[src/rtl/decoder_scan_if.sv]
// decoder_scan_if: address handshake and line-select bus of decoder_scan.
// The control side (master) supplies enable, mode and addresses; the
// decoder (slave) returns ready, the one-hot lines and scan status.
interface decoder_scan_if #(
  parameter int N = 2
);
  logic                en;
  logic                mode;
  logic [N-1:0]        A;
  logic                a_valid;
  logic                a_ready;
  logic [(1<<N)-1:0]   D;
  logic                D_valid;
  logic [N-1:0]        scan_idx;
  logic                wrap;

  modport master (
    output en, mode, A, a_valid,
    input  a_ready, D, D_valid, scan_idx, wrap
  );

  modport slave (
    input  en, mode, A, a_valid,
    output a_ready, D, D_valid, scan_idx, wrap
  );
endinterface

[src/rtl/decoder_scan.sv]
// decoder_scan: registered N-to-2^N one-hot line decoder.
// Direct mode decodes addresses captured by a valid/ready handshake.
// Optional scan mode (macro DECODER_SCAN_EN) walks the one-hot output
// across every line, holding each for DWELL cycles, and pulses wrap when
// the sweep returns to line 0. Without the macro, mode is ignored and
// scan_idx/wrap are tied low.
module decoder_scan #(
  parameter int N     = 2,
  parameter int DWELL = 4
) (
  input  logic           clk,
  input  logic           rst,
  decoder_scan_if.slave  bus
);
  localparam int W  = 1 << N;
  localparam int CW = $clog2(DWELL) + 1;

`ifdef DECODER_SCAN_EN
  typedef enum logic [1:0] {IDLE = 2'd0, DIRECT = 2'd1, SCAN = 2'd2} state_t;
`else
  typedef enum logic [1:0] {IDLE = 2'd0, DIRECT = 2'd1} state_t;
`endif

  state_t         state_r, state_s;
  logic [W-1:0]   d_r, d_s;
  logic           d_valid_r, d_valid_s;

`ifdef DECODER_SCAN_EN
  logic [N-1:0]   idx_r, idx_s;
  logic [N-1:0]   idx_inc_s;
  logic [CW-1:0]  cnt_r, cnt_s;
  logic           wrap_r, wrap_s;

  // Next scan index wraps naturally at N bits.
  assign idx_inc_s = idx_r + N'(1);

  // Next-state and next-output decision for all three states.
  always_comb begin
    state_s   = state_r;
    d_s       = d_r;
    d_valid_s = d_valid_r;
    idx_s     = idx_r;
    cnt_s     = cnt_r;
    wrap_s    = 1'b0;
    if (!bus.en) begin
      state_s   = IDLE;
      d_s       = {W{1'b0}};
      d_valid_s = 1'b0;
      idx_s     = {N{1'b0}};
      cnt_s     = {CW{1'b0}};
    end else begin
      case (state_r)
        IDLE: begin
          if (bus.mode) begin
            state_s   = SCAN;
            d_s       = W'(1);
            d_valid_s = 1'b1;
            idx_s     = {N{1'b0}};
            cnt_s     = CW'(DWELL - 1);
          end else begin
            state_s   = DIRECT;
            d_s       = {W{1'b0}};
            d_valid_s = 1'b0;
          end
        end
        DIRECT: begin
          // A same-cycle accept is overridden by the scan entry load.
          if (bus.mode) begin
            state_s   = SCAN;
            d_s       = W'(1);
            d_valid_s = 1'b1;
            idx_s     = {N{1'b0}};
            cnt_s     = CW'(DWELL - 1);
          end else if (bus.a_valid) begin
            d_s       = W'(1) << bus.A;
            d_valid_s = 1'b1;
          end else begin
            d_s       = d_r;
            d_valid_s = d_valid_r;
          end
        end
        SCAN: begin
          if (!bus.mode) begin
            // Leave scan blanked; D stays zero until the first accept.
            state_s   = DIRECT;
            d_s       = {W{1'b0}};
            d_valid_s = 1'b0;
            idx_s     = {N{1'b0}};
            cnt_s     = {CW{1'b0}};
          end else if (cnt_r == {CW{1'b0}}) begin
            idx_s  = idx_inc_s;
            d_s    = W'(1) << idx_inc_s;
            cnt_s  = CW'(DWELL - 1);
            wrap_s = (idx_inc_s == {N{1'b0}});
          end else begin
            cnt_s = cnt_r - CW'(1);
          end
        end
        default: begin
          state_s   = IDLE;
          d_s       = {W{1'b0}};
          d_valid_s = 1'b0;
          idx_s     = {N{1'b0}};
          cnt_s     = {CW{1'b0}};
        end
      endcase
    end
  end

  // State and output registers with synchronous reset.
  always_ff @(posedge clk) begin
    if (rst) begin
      state_r   <= IDLE;
      d_r       <= {W{1'b0}};
      d_valid_r <= 1'b0;
      idx_r     <= {N{1'b0}};
      cnt_r     <= {CW{1'b0}};
      wrap_r    <= 1'b0;
    end else begin
      state_r   <= state_s;
      d_r       <= d_s;
      d_valid_r <= d_valid_s;
      idx_r     <= idx_s;
      cnt_r     <= cnt_s;
      wrap_r    <= wrap_s;
    end
  end

  assign bus.scan_idx = idx_r;
  assign bus.wrap     = wrap_r;
`else
  logic unused_s;

  // Mode and dwell only matter when scan is compiled in.
  assign unused_s = bus.mode ^ (DWELL < 1);

  // Next-state and next-output decision for direct-only operation.
  always_comb begin
    state_s   = state_r;
    d_s       = d_r;
    d_valid_s = d_valid_r;
    if (!bus.en) begin
      state_s   = IDLE;
      d_s       = {W{1'b0}};
      d_valid_s = 1'b0;
    end else begin
      case (state_r)
        IDLE: begin
          state_s   = DIRECT;
          d_s       = {W{1'b0}};
          d_valid_s = 1'b0;
        end
        DIRECT: begin
          if (bus.a_valid) begin
            d_s       = W'(1) << bus.A;
            d_valid_s = 1'b1;
          end else begin
            d_s       = d_r;
            d_valid_s = d_valid_r;
          end
        end
        default: begin
          state_s   = IDLE;
          d_s       = {W{1'b0}};
          d_valid_s = 1'b0;
        end
      endcase
    end
  end

  // State and output registers with synchronous reset.
  always_ff @(posedge clk) begin
    if (rst) begin
      state_r   <= IDLE;
      d_r       <= {W{1'b0}};
      d_valid_r <= 1'b0;
    end else begin
      state_r   <= state_s;
      d_r       <= d_s;
      d_valid_r <= d_valid_s;
    end
  end

  assign bus.scan_idx = {N{1'b0}};
  assign bus.wrap     = 1'b0;
`endif

  assign bus.a_ready = (state_r == DIRECT);
  assign bus.D       = d_r;
  assign bus.D_valid = d_valid_r;
endmodule

[src/flat_wrapper.sv]
// flat-port wrapper written by rule: the top's interface ports become plain ports
module decoder_scan_flat 
#(
  parameter int N     = 2,
  parameter int DWELL = 4
)
  (clk, rst, bus_en, bus_mode, bus_A, bus_a_valid, bus_a_ready, bus_D, bus_D_valid, bus_scan_idx, bus_wrap);
  decoder_scan_if #(.N(N)) bus_i ();
  input  logic clk;
  input  logic rst;
  input wire logic [$bits(bus_i.en)-1:0] bus_en;
  input wire logic [$bits(bus_i.mode)-1:0] bus_mode;
  input wire logic [$bits(bus_i.A)-1:0] bus_A;
  input wire logic [$bits(bus_i.a_valid)-1:0] bus_a_valid;
  output wire logic [$bits(bus_i.a_ready)-1:0] bus_a_ready;
  output wire logic [$bits(bus_i.D)-1:0] bus_D;
  output wire logic [$bits(bus_i.D_valid)-1:0] bus_D_valid;
  output wire logic [$bits(bus_i.scan_idx)-1:0] bus_scan_idx;
  output wire logic [$bits(bus_i.wrap)-1:0] bus_wrap;
  assign bus_i.en = bus_en;
  assign bus_i.mode = bus_mode;
  assign bus_i.A = bus_A;
  assign bus_i.a_valid = bus_a_valid;
  assign bus_a_ready = bus_i.a_ready;
  assign bus_D = bus_i.D;
  assign bus_D_valid = bus_i.D_valid;
  assign bus_scan_idx = bus_i.scan_idx;
  assign bus_wrap = bus_i.wrap;
  decoder_scan #(.N(N), .DWELL(DWELL)) u_core (.clk(clk), .rst(rst), .bus(bus_i));
endmodule
[config.mk]
export PLATFORM = sky130hd
export DESIGN_NAME = decoder_scan_flat
export DESIGN_NICKNAME = d
export VERILOG_FILES = /design/src/rtl/decoder_scan_if.sv /design/src/rtl/decoder_scan.sv /design/src/flat_wrapper.sv
export SDC_FILE = /design/constraint.sdc
export NUM_CORES = 1
export LEC_CHECK = 0
export CAP_MARGIN = 0
export CELL_PAD_IN_SITES_DETAIL_PLACEMENT = 1
export CELL_PAD_IN_SITES_GLOBAL_PLACEMENT = 1
export CORE_AREA = 3 3 40 42
export DETAILED_ROUTE_END_ITERATION = 12
export DIE_AREA = 0 0 43 45
export MAX_ROUTING_LAYER = met4
export PLACE_DENSITY = 0.6
export SYNTH_ARGS = -nofsm -noshare
export SYNTH_HDL_FRONTEND = slang
export SYNTH_SLANG_ARGS = --single-unit
[constraint.sdc]
create_clock -name clk -period 1.1 [get_ports clk]
set_input_delay 0.275 -clock clk [delete_from_list [all_inputs] [get_ports clk]]
set_output_delay 0.275 -clock clk [all_outputs]
set_load 0.005 [all_outputs]
Word-level counts from Yosys, hierarchy flattened:

Cells that the tools add are included.

* eq/ne operators: 1
* shift operators: 1
* mux-type cells: 1
* bitwise gates (word level): 2
* reduce and logical (&&, ||, !) cells: 3

Operators by type and width (number)
* case mux 2 bit (2 select lines): 1
* left shift 1 x 2 -> 4 bit (first input constant): 1
* OR reduction 3 bit: 1
* == test 2 x 1 -> 1 bit (second input constant): 1
* zero test 2 bit: 1
* inverter 1 bit: 2
* OR reduction 2 bit: 1

* flip-flop bits (word level): 7
* input port bits: 7
* output and inout bits: 9
* word-level logic and storage cells: 11

Longest topological paths before layout:

* depth in word-level cells: 3
* mapped depth: 2
* mapped depth without buffers: 2

Worst setup path after synthesis:

No wires, ideal clock.

* path type: input to register
* start point: input port bus_A[1]
* end point: register u_core.d_r[0], in the netlist u_core.bus.D[0]
* library setup time: 0.068 ns
* arrival: 0.774 ns
* data required time: 1.032 ns
* path slack: 0.259 ns
* stages on the path: 2
* buffers on the path: 0
* cells stage by stage: or3b_1 a21oi_2

* word-level cells in the longest chain between the ends: 1

Ends and longest elaborated chain
* start, declared: line flat_wrapper.sv:13 `input wire logic [$bits(bus_i.A)-1:0] bus_A;`
* left shift 1 x 2 -> 4 bit: line decoder_scan.sv:155 `d_s = W'(1) << bus.A;`
* end signal, assigned: line decoder_scan.sv:175 `d_r <= {W{1'b0}};`
* end signal, assigned: line decoder_scan.sv:179 `d_r <= d_s;`
* end, declared: line decoder_scan.sv:25 `logic [W-1:0] d_r, d_s;`

No other way between the ends.
A chain may end at the register's enable or synchronous reset.

Final worst setup path:

* start point: register u_core.d_valid_r, in the netlist u_core.bus.D_valid
* end point: output port bus_D_valid

RTL lines
* start, declared: line decoder_scan.sv:26 `logic d_valid_r, d_valid_s;`
* start signal, assigned: line decoder_scan.sv:180 `d_valid_r <= d_valid_s;`
* end, declared: line flat_wrapper.sv:17 `output wire logic [$bits(bus_i.D_valid)-1:0] bus_D_valid;`

No word-level cell between the ends.

==> results.txt <==
Post-Syn Instances = 26
NetSw = 98.72 uW
post-synth top area share = 48.98%
fin area = 410.4 sq um
Leakage = 0.1793 nW
Final setup viols = 0
Seq pwr share = 46.7%
CP peak stage delay = 0.30 ns
Final min period = 1.076 ns
skew final = 0.003698 ns
final WL = 670 um
EDFF count, synth = 0
nature of the critical path endpoint = output pin
vias per cell = 4.053
TritonCTS buffer count = 3
DRC marker count from the first detailed-route iteration = 3
cell taking the most area after synthesis = dfxtp_1
count of pins over their slew limit = 0
largest net degree at the start of global routing = 9
DRC = 0
# port buffers = 11
top post-synthesis cells by count = 6 x dfxtp_1, 4 x nand2b_1, 3 x a21oi_1, 3 x buf_4, 3 x nand3b_1
top-count cell post-synth = dfxtp_1
first-pass GRT wire length = 1.159 mm
Main synth FF type = dfxtp_1
Yosys reg bits = 6
CTS H-tree depth = 1
vias in the first global route = 246
GRT Overall Usage = 9.028%
gpl congestion = 0.7084
min-delay worst type = in2reg
Worst-path clk slew = 0.05 ns
delay-heaviest family, CP = flip-flops
clk root buf = clkbuf_4
Worst Setup Start Kind = flip-flop
CP Max Fanout = 2
Pint = 379.4 uW
clk_lat worst skew = 0.24 ns
Final nets = 51
Post-synth ARST share = 0%
Sink Count = 6
CP arrival = 0.80 ns
Area Overhead vs Synth = 67.35%
register area share after synthesis = 48.98%
synth top area cells = dfxtp_1 49%, nand2b_1 10%, buf_4 9.2%
Antenna Cells = 0
CP max-delay cell = dfxtp_1
DR pass1 iterations = 4
VDD IR max = 0.5915 mV
combinational share of power = 11.4%
PwrDens = 1165 mW/mm^2
Tcrit/Tclk final = 97.84%
yosys warns = 0
Clk network pwr share = 41.9%
status = finished clean
vias = 231
die width = 43 um
layout cell share with drive strength beyond 1 = 21.43%
Sw Ratio = 20.65%
GRT overflow = 0
# fillers = 159
Worst Path Class, Setup = reg2out
# IOs = 16
CTS tree = built
# rows = 13
Starting Density = 19.08%
post-route ant nets = 0
wire length per cell = 11.75 um
Yosys cell types = 11
post-synthesis average cell area = 9.432 sq um
initial antenna violation count = 0
crit-path cells = dlygate4sd2_1
Clock Path Buffers = 2
fmax = 929.1 MHz
Worst EP required = 0.82 ns
Die ar. = 0.001935 sq mm
core area = 0.001285 sq mm
# Max-Cap Violations = 0
Worst Path Buf+Inv = 1
Die Height = 45 um
Netlist Area Pre-Place = 245.2 sq um
Fin. Hold Viols = 0
RSZ-0062 raised after global routing = no
final design utilization = 31.94%
Area after DPL = 381.6 sq um
==> layout make-up <==
type	count	area (sq um)	share of cell area (%)
Tap cell	15	18.77	4.573
Multi-Input combinational cell	19	112.6	27.44
Sequential cell	6	121.4	29.57
Timing Repair Buffer	14	135.1	32.93
Clock buffer	3	22.52	5.488
==> flip-flops by register name, summed over array words and instances (netlist names) <==
register / cells
u_core.bus.D_valid: 1
u_core.bus.D: 4
u_core.state_r: 1
==> kinds of logic after synthesis <==
kind of cell,synth area share (%)
buffers and inverters,9.183
flip-flops,48.98
other,1.529
AND/OR/NAND/NOR,30.61
AO/OA/AOI/OAI,9.693
==> power by group through the flow <==
stage	logic (mW)	clock network, mW	registers [mW]
floorplan	0.0220	0	0.228
global placement	0.0537	0	0.227
detailed placement	0.0559	0	0.227
CTS	0.0543	0.214	0.223
global route	0.0604	0.222	0.223
finish	0.0545	0.200	0.223
==> path summary, 6_finish.rpt <==
kind / cells after the start / start / slack, ns / to
min reg2reg: 2 / u_core.bus.D[1] / 0.47 / u_core.bus.D[1]
min: 3 / bus_A[1] / 0.37 / u_core.bus.D[0]
max: 1 / u_core.bus.D_valid / 0.02 / bus_D_valid
max reg2reg: 2 / u_core.state_r[0] / 0.32 / u_core.bus.D[2]
==> through the flow <==
stage               setup TNS [ns]  setup WS, ns  cells  hold slack (ns)  total power [mW]
global placement           -0.5702       -0.2113     54           0.4537            0.2810
floorplan                        0        0.2587     28           0.3466            0.2496
detailed placement         -0.7720       -0.2335     54           0.4596            0.2832
finish                           0       0.02371     57           0.3749            0.4781
CTS                              0      0.003367     57           0.4652            0.4918
global route                     0     0.0004800     57           0.3911            0.5055
==> per-layer routing <==
layer  global-route usage, %  part of all wire (%)  vias to the layer above
met5                       -                     0                        -
met4                   7.229                   1.8                        0
met3                   4.382                    10                        2
met2                   12.57                    43                       14
met1                   9.709                    44                      102
li1                        -                     -                      113
==> placed cells by master (no fill, tap or decap) <==
master | netlist | final
nor2_1 | 2 | 2
buf_4 | 3 | 3
nand2b_1 | 4 | 4
clkdlybuf4s15_1 | 0 | 4
nor2b_1 | 1 | 1
dlymetal6s2s_1 | 0 | 2
a21oi_2 | 1 | 1
a21oi_1 | 3 | 3
or3b_4 | 0 | 1
conb_1 | 1 | 3
dfxtp_2 | 0 | 1
dlygate4sd2_1 | 0 | 2
nand3b_1 | 3 | 3
dfxtp_1 | 6 | 5
clkbuf_4 | 0 | 3
clkdlybuf4s50_1 | 0 | 3
nand3_1 | 1 | 1
==> what timing repair did <==
item                       CTS  global route
pin swaps                    0             1
hold buffers                 0             0
buffers inserted             0             0
setup endpoints to repair    6             5
gates resized for setup      6             8
Note: power is estimated with default switching activity, not from simulation.
